### config.mk
export PLATFORM = sky130hd
export DESIGN_NAME = mem_access_flat
export DESIGN_NICKNAME = d
export VERILOG_FILES = /design/src/rtl/cpu_pkg.sv /design/src/rtl/mem_access_if.sv /design/src/rtl/mem_wb_reg.sv /design/src/rtl/mem_access.sv /design/src/flat_wrapper.sv
export SDC_FILE = /design/constraint.sdc
export NUM_CORES = 1
export LEC_CHECK = 0
export ABC_CLOCK_PERIOD_IN_PS = 2050
export BUFFER_PORTS_ARGS = -buffer_cell sky130_fd_sc_hd__buf_2
export CAP_MARGIN = 15
export CORE_ASPECT_RATIO = 2
export CORE_MARGIN = 3
export CORE_UTILIZATION = 37
export DETAILED_ROUTE_END_ITERATION = 12
export PLACE_DENSITY = 0.76
export SLEW_MARGIN = 20
export SYNTH_ARGS = -nofsm -noshare
export SYNTH_HDL_FRONTEND = slang
export SYNTH_HIERARCHICAL = 1
export SYNTH_SLANG_ARGS = --single-unit
### constraint.sdc
create_clock -name clk_i -period 2.05 [get_ports clk_i]
set_clock_uncertainty 0.2 [all_clocks]
set_input_delay 0.3075 -clock clk_i [delete_from_list [all_inputs] [get_ports clk_i]]
set_output_delay 0.3075 -clock clk_i [all_outputs]
set_load 0.1 [all_outputs]
### src/rtl/cpu_pkg.sv
`default_nettype none
// ----------------------------------------------------------------------------
// cpu_pkg : shared widths, timeout default and MEM-stage FSM state encoding
// Rev 1.0
// ----------------------------------------------------------------------------
package cpu_pkg;

   localparam int c_REG_ADDR_W      = 5;
   localparam int c_DATA_W          = 32;
   localparam int c_TIMEOUT_DEFAULT = 16;

   typedef enum logic [0:0] {
      ST_IDLE = 1'b0,
      ST_WAIT = 1'b1
   } state_t;

endpackage
`default_nettype wire

### src/rtl/mem_access_if.sv
`default_nettype none
// ----------------------------------------------------------------------------
// mem_access_if : data-memory request/acknowledge bus
// Rev 1.0
// ----------------------------------------------------------------------------
interface mem_access_if;
   import cpu_pkg::*;

   logic                dmem_req_o;
   logic                dmem_we_o;
   logic [c_DATA_W-1:0] dmem_addr_o;
   logic [c_DATA_W-1:0] dmem_wdata_o;
   logic                dmem_ack_i;
   logic [c_DATA_W-1:0] dmem_rdata_i;

   modport master (
      output dmem_req_o, dmem_we_o, dmem_addr_o, dmem_wdata_o,
      input  dmem_ack_i, dmem_rdata_i
   );

   modport slave (
      input  dmem_req_o, dmem_we_o, dmem_addr_o, dmem_wdata_o,
      output dmem_ack_i, dmem_rdata_i
   );

endinterface
`default_nettype wire

### src/rtl/mem_wb_reg.sv
`default_nettype none
// ----------------------------------------------------------------------------
// mem_wb_reg : MEM/WB pipeline register with bubble insertion on stall
// Rev 1.0
// ----------------------------------------------------------------------------
module mem_wb_reg
   import cpu_pkg::*;
(
   input  logic                    clk_i,
   input  logic                    rst_i,
   input  logic                    stall,
   input  logic                    RegWrite_i,
   input  logic                    MemReg_i,
   input  logic [c_REG_ADDR_W-1:0] rd_addr_i,
   input  logic [c_DATA_W-1:0]     ALUResult_i,
   input  logic [c_DATA_W-1:0]     ReadData_i,
   output logic                    RegWrite_o,
   output logic                    MemReg_o,
   output logic [c_REG_ADDR_W-1:0] rd_addr_o,
   output logic [c_DATA_W-1:0]     ALUResult_o,
   output logic [c_DATA_W-1:0]     ReadData_o,
   output logic [c_DATA_W-1:0]     WBData_o
);

   logic                    r_reg_write;
   logic                    r_mem_reg;
   logic [c_REG_ADDR_W-1:0] r_rd_addr;
   logic [c_DATA_W-1:0]     r_alu_result;
   logic [c_DATA_W-1:0]     r_read_data;

   always_ff @(posedge clk_i) begin
      if (!rst_i) begin
         r_reg_write  <= 1'b0;
         r_mem_reg    <= 1'b0;
         r_rd_addr    <= '0;
         r_alu_result <= '0;
         r_read_data  <= '0;
      end else if (stall) begin
         // Bubble: kill the write-back controls, keep the data fields
         r_reg_write  <= 1'b0;
         r_mem_reg    <= 1'b0;
      end else begin
         r_reg_write  <= RegWrite_i;
         r_mem_reg    <= MemReg_i;
         r_rd_addr    <= rd_addr_i;
         r_alu_result <= ALUResult_i;
         r_read_data  <= ReadData_i;
      end
   end

   assign RegWrite_o  = r_reg_write;
   assign MemReg_o    = r_mem_reg;
   assign rd_addr_o   = r_rd_addr;
   assign ALUResult_o = r_alu_result;
   assign ReadData_o  = r_read_data;
   assign WBData_o    = r_mem_reg ? r_read_data : r_alu_result;

endmodule
`default_nettype wire

### src/rtl/mem_access.sv
`default_nettype none
// ----------------------------------------------------------------------------
// mem_access : MEM stage - data-memory access FSM with timeout, stall and MEM/WB
// Rev 1.0
// ----------------------------------------------------------------------------
module mem_access
   import cpu_pkg::*;
#(
   parameter int TIMEOUT = c_TIMEOUT_DEFAULT
) (
   input  logic                    clk_i,
   input  logic                    rst_i,
   input  logic                    RegWrite_i,
   input  logic                    MemReg_i,
   input  logic                    MemRead_i,
   input  logic                    MemWrite_i,
   input  logic [c_DATA_W-1:0]     ALUResult_i,
   input  logic [c_DATA_W-1:0]     MemData_i,
   input  logic [c_REG_ADDR_W-1:0] rd_addr_i,
   mem_access_if.master            dmem,
   output logic                    stall_o,
   output logic                    RegWrite_o,
   output logic                    MemReg_o,
   output logic [c_REG_ADDR_W-1:0] rd_addr_o,
   output logic [c_DATA_W-1:0]     ALUResult_o,
   output logic [c_DATA_W-1:0]     ReadData_o,
   output logic [c_DATA_W-1:0]     WBData_o,
   output logic                    err_o
);

   localparam int c_CNT_W = (TIMEOUT > 1) ? $clog2(TIMEOUT) : 1;

   state_t              r_state;
   logic [c_CNT_W-1:0]  r_count;
   logic                r_req;
   logic                r_we;
   logic                r_err;
   logic [c_DATA_W-1:0] r_addr;
   logic [c_DATA_W-1:0] r_wdata;

   logic                w_mem_op;
   logic                w_misaligned;
   logic                w_wait;
   logic                w_start;
   logic                w_bad_op;
   logic                w_timeout_hit;
   logic                w_done;
   logic                w_stall;
   logic [c_DATA_W-1:0] w_read_data;

   assign w_mem_op      = MemRead_i | MemWrite_i;
   assign w_misaligned  = (ALUResult_i[1:0] != 2'b00);
   assign w_wait        = (r_state == ST_WAIT);
   assign w_start       = !w_wait & w_mem_op & !w_misaligned;
   assign w_bad_op      = !w_wait & w_mem_op & w_misaligned;
   assign w_timeout_hit = w_wait & (r_count == c_CNT_W'(TIMEOUT - 1)) & !dmem.dmem_ack_i;
   assign w_done        = w_wait & (dmem.dmem_ack_i | w_timeout_hit);
   assign w_stall       = rst_i & (w_start | (w_wait & !w_done));
   // Writes and timeouts complete with zero read data; acks outside WAIT never matter
   assign w_read_data   = (w_wait & dmem.dmem_ack_i & !r_we) ? dmem.dmem_rdata_i : '0;

   always_ff @(posedge clk_i) begin
      if (!rst_i) begin
         r_state <= ST_IDLE;
         r_count <= '0;
         r_req   <= 1'b0;
         r_we    <= 1'b0;
         r_addr  <= '0;
         r_wdata <= '0;
         r_err   <= 1'b0;
      end else begin
         r_err <= w_timeout_hit | w_bad_op;
         case (r_state)
            ST_IDLE: begin
               if (w_start) begin
                  r_state <= ST_WAIT;
                  r_count <= '0;
                  r_req   <= 1'b1;
                  r_we    <= MemWrite_i;
                  r_addr  <= ALUResult_i;
                  r_wdata <= MemData_i;
               end
            end
            ST_WAIT: begin
               if (w_done) begin
                  r_state <= ST_IDLE;
                  r_req   <= 1'b0;
               end else begin
                  r_count <= r_count + 1'b1;
               end
            end
            default: r_state <= ST_IDLE;
         endcase
      end
   end

   assign stall_o           = w_stall;
   assign err_o             = r_err;
   assign dmem.dmem_req_o   = r_req;
   assign dmem.dmem_we_o    = r_we;
   assign dmem.dmem_addr_o  = r_addr;
   assign dmem.dmem_wdata_o = r_wdata;

   mem_wb_reg u_mem_wb_reg (
      .clk_i       (clk_i),
      .rst_i       (rst_i),
      .stall       (w_stall),
      .RegWrite_i  (RegWrite_i),
      .MemReg_i    (MemReg_i),
      .rd_addr_i   (rd_addr_i),
      .ALUResult_i (ALUResult_i),
      .ReadData_i  (w_read_data),
      .RegWrite_o  (RegWrite_o),
      .MemReg_o    (MemReg_o),
      .rd_addr_o   (rd_addr_o),
      .ALUResult_o (ALUResult_o),
      .ReadData_o  (ReadData_o),
      .WBData_o    (WBData_o)
   );

endmodule
`default_nettype wire

### src/flat_wrapper.sv
// flat-port wrapper written by rule: the top's interface ports become plain ports
module mem_access_flat import cpu_pkg::*;
#(
   parameter int TIMEOUT = c_TIMEOUT_DEFAULT
)
  (clk_i, rst_i, RegWrite_i, MemReg_i, MemRead_i, MemWrite_i, ALUResult_i, MemData_i, rd_addr_i, stall_o, RegWrite_o, MemReg_o, rd_addr_o, ALUResult_o, ReadData_o, WBData_o, err_o, dmem_dmem_req_o, dmem_dmem_we_o, dmem_dmem_addr_o, dmem_dmem_wdata_o, dmem_dmem_ack_i, dmem_dmem_rdata_i);
  mem_access_if dmem_i ();
  input  logic clk_i;
  input  logic rst_i;
  input  logic RegWrite_i;
  input  logic MemReg_i;
  input  logic MemRead_i;
  input  logic MemWrite_i;
  input  logic [c_DATA_W-1:0] ALUResult_i;
  input  logic [c_DATA_W-1:0] MemData_i;
  input  logic [c_REG_ADDR_W-1:0] rd_addr_i;
  output logic stall_o;
  output logic RegWrite_o;
  output logic MemReg_o;
  output logic [c_REG_ADDR_W-1:0] rd_addr_o;
  output logic [c_DATA_W-1:0] ALUResult_o;
  output logic [c_DATA_W-1:0] ReadData_o;
  output logic [c_DATA_W-1:0] WBData_o;
  output logic err_o;
  output wire logic [$bits(dmem_i.dmem_req_o)-1:0] dmem_dmem_req_o;
  output wire logic [$bits(dmem_i.dmem_we_o)-1:0] dmem_dmem_we_o;
  output wire logic [$bits(dmem_i.dmem_addr_o)-1:0] dmem_dmem_addr_o;
  output wire logic [$bits(dmem_i.dmem_wdata_o)-1:0] dmem_dmem_wdata_o;
  input wire logic [$bits(dmem_i.dmem_ack_i)-1:0] dmem_dmem_ack_i;
  input wire logic [$bits(dmem_i.dmem_rdata_i)-1:0] dmem_dmem_rdata_i;
  assign dmem_dmem_req_o = dmem_i.dmem_req_o;
  assign dmem_dmem_we_o = dmem_i.dmem_we_o;
  assign dmem_dmem_addr_o = dmem_i.dmem_addr_o;
  assign dmem_dmem_wdata_o = dmem_i.dmem_wdata_o;
  assign dmem_i.dmem_ack_i = dmem_dmem_ack_i;
  assign dmem_i.dmem_rdata_i = dmem_dmem_rdata_i;
  mem_access #(.TIMEOUT(TIMEOUT)) u_core (.clk_i(clk_i), .rst_i(rst_i), .RegWrite_i(RegWrite_i), .MemReg_i(MemReg_i), .MemRead_i(MemRead_i), .MemWrite_i(MemWrite_i), .ALUResult_i(ALUResult_i), .MemData_i(MemData_i), .rd_addr_i(rd_addr_i), .dmem(dmem_i), .stall_o(stall_o), .RegWrite_o(RegWrite_o), .MemReg_o(MemReg_o), .rd_addr_o(rd_addr_o), .ALUResult_o(ALUResult_o), .ReadData_o(ReadData_o), .WBData_o(WBData_o), .err_o(err_o));
endmodule
==> flow_summary.yaml <==
synth:
  async_reset_ff_share_pct: 0
  synth-main-ff-cell: "dfxtp_1"
  synth_area_um2: 6350
  synth_top_area_share_pct: 45.0
  synth.most_common_cell: "dfxtp_1"
  yosys-top-cells-area: "dfxtp_1, mux2i_1, a21boi_1"
  synth_largest_area_cell: "dfxtp_1"
  synth.cells.most_frequent: "dfxtp_1, mux2i_1, nor2b_1, nand3_1, o21ai_0"
  synth_edf_count: 0
  yosys_warnings: 6
  synth_seq_area_share_pct: 45.0
  synth_seq_cells: 143
  post_synth_num_cell_types: 36
  syn_area_per_cell_um2: 10.0
  synthesis.nets: 742
  netlist_instances: 633
timing:
  maxSlewHeadroom_pct: 55.1
  rsz0062_at_grt: "yes"
  postLayoutSetupSlackWorst_ns: -0.0216
  finalCriticalPeriod_ns: 2.07
  finalSetupViolCount: 11
  holdWs_ns: 0.0382
  finalSetupTns_ns: -0.206
  period_share_pct: 101
  tightestPinTransition_ns: 0.673
  final_max_slew_viol_count: 0
  max_freq_mhz: 483
  hold_viol: 0
setup_path:
  crit_path_start_kind: "register"
  worstSetupEndpointType: "output port"
  critPathArrivalTime_ns: 1.56
  worstPathMaxFanout: 10
  critPathKind: "register to output port"
  required_ns: 1.54
global_routing:
  track_usage_pct: 21.6
  overflow: 0
  grt_pass1_vias: 6209
  grt_max_degree: 85
  antenna_found_initial: 1
  grt_pass1_wl_mm: 32.5
cells_and_area:
  fill_cells: 1396
  final_area_um2: 9980
  final_util_pct: 59.5
  stdcell_count: 1193
  syn_to_final_growth_pct: 57.1
  nNetsFinal: 1081
  drive_gt1_share_pct: 45.8
drt:
  drt-initial-drc-count: 182
  via_per_inst: 5.06
  ant_nets: 0
  num_vias: 6036
  routedWlPerCell_um: 18.1
  drc_errors: 0
  drt_first_pass_iters: 4
  routed_wl_mm: 21.6
die:
  pin_count: 279
  core_um2: 16800
  die_x_um: 98.7
  fp-row-count: 67
  chipHeight_um: 191
  die-area_um2: 18900
  start_util_pct: 37.9
hold_path:
  hold_path_class: "input pin to register"
placed_design:
  place_hpwl_mm: 14.1
  pre_cts_ws_ns: 0.00584
  port_buffers: 278
  dpl-instance-area_um2: 8420
  dp_cells: 1080
  routabilityCongestion: 0.869
power:
  p_total_mw: 8.39
  swShare_pct: 34.5
  seq_power_share_pct: 35.6
  p_switching_mw: 2.89
  p_clk_share_pct: 37.2
  power_frac_comb_pct: 27.2
  power.density_nw_per_um2: 840
  p_leak_nw: 4.34
  peakVddDrop_uv: 736
  power.internal_mw: 5.49
clock_network:
  clk_pin_slew_ns: 0.06
  clk_latency_ns: 0.41
  root_buffer: "clkbuf_16"
  tritoncts: "done"
  clk_path_buf_depth: 2
  cts_htree_levels: 4
  clock_sinks: 143
  cts_buffers: 17
run:
  cap_viol_max_count: 0
run_status:
  violations: "negative setup slack"
  outcome: "complete, but fails checks"
-- flip-flops by register name, summed over array words and instances (netlist names), 4 cells and up --
name,count
u_core/dmem.dmem_addr_o,32
u_core/dmem.dmem_wdata_o,32
u_core/r_count,4
u_core/u_mem_wb_reg/ALUResult_o,32
u_core/u_mem_wb_reg/ReadData_o,32
u_core/u_mem_wb_reg/rd_addr_o,5
-- routing by layer --
metal / share of wire, % / global-route usage, % / up-vias
met5: 0 / 0 / -
met4: 3.9 / 11.6 / 0
met3: 4.8 / 4.24 / 53
met2: 55 / 39.1 / 238
met1: 37 / 23.1 / 2876
li1: - / - / 2869
-- cell families after synthesis --
group           Yosys count  share of synthesized area [%]
compound gates          137                           13.9
fa+ha+maj                 1                          0.197
buf+inv                  60                           6.83
flops                   143                           45.0
mux                     103                           16.9
simple gates            189                           17.2
-- path summary, 6_finish.rpt --
kind	start	end	slack (ns)	depth (start not counted)
setup / recovery	u_core/u_mem_wb_reg/MemReg_o	WBData_o[10]	-0.02	3
hold / removal	rst_i	u_core/u_mem_wb_reg/ReadData_o[29]	0.04	2
setup reg to reg	u_core/r_count[1]	u_core/u_mem_wb_reg/rd_addr_o[2]	0.04	8
hold reg to reg	u_core/dmem.dmem_addr_o[7]	u_core/dmem.dmem_addr_o[7]	0.27	2
-- timing repair --
action                                 CTS  global route
cloned                                   0             3
gates resized for setup                  6            30
endpoints found under the hold margin  100             0
buffers inserted                         5             2
pin swaps                                1             0
setup endpoints to repair               33            44
hold buffers                            70             0
-- final cells by class --
class / count / area, µm² / area share, %
clock inverters: 14 / 169 / 1.69
multi-input cells: 430 / 3180 / 31.8
diodes: 1 / 2.50 / 0.0251
repair buffers: 378 / 2990 / 29.9
well taps: 207 / 259 / 2.59
flip-flops and latches: 143 / 2950 / 29.6
inverters: 2 / 7.51 / 0.0752
clock buffers: 18 / 429 / 4.30
-- power by group through the flow --
| stage | Clock [mW] | Combinational (mW) | Sequential [mW] |
|---|---|---|---|
| global placement | 0 | 2.10 | 3.03 |
| finish | 3.12 | 2.28 | 2.98 |
| global route | 3.31 | 2.37 | 2.99 |
| floorplan | 0 | 0.783 | 3.84 |
| CTS | 3.20 | 2.23 | 2.98 |
| detailed placement | 0 | 2.11 | 3.04 |
-- placed cells by master (no fill, tap or decap), drive strengths merged, types with 21 or more instances in the layout --
cell type and n:
nor2b 69, dfxtp 143, clkbuf 21, buf 305, dlygate4sd3 70, o21ai 65
nand3 66, a21boi 64, mux2i 71, and2 35, mux2 32
-- critical path, cell delays in order (launching register included) --
cell       delay [ns]
dfxtp_4          0.42
clkbuf_16        0.19
mux2_2           0.36
buf_12           0.17
No activity file was read; power rests on OpenSTA's default activity.
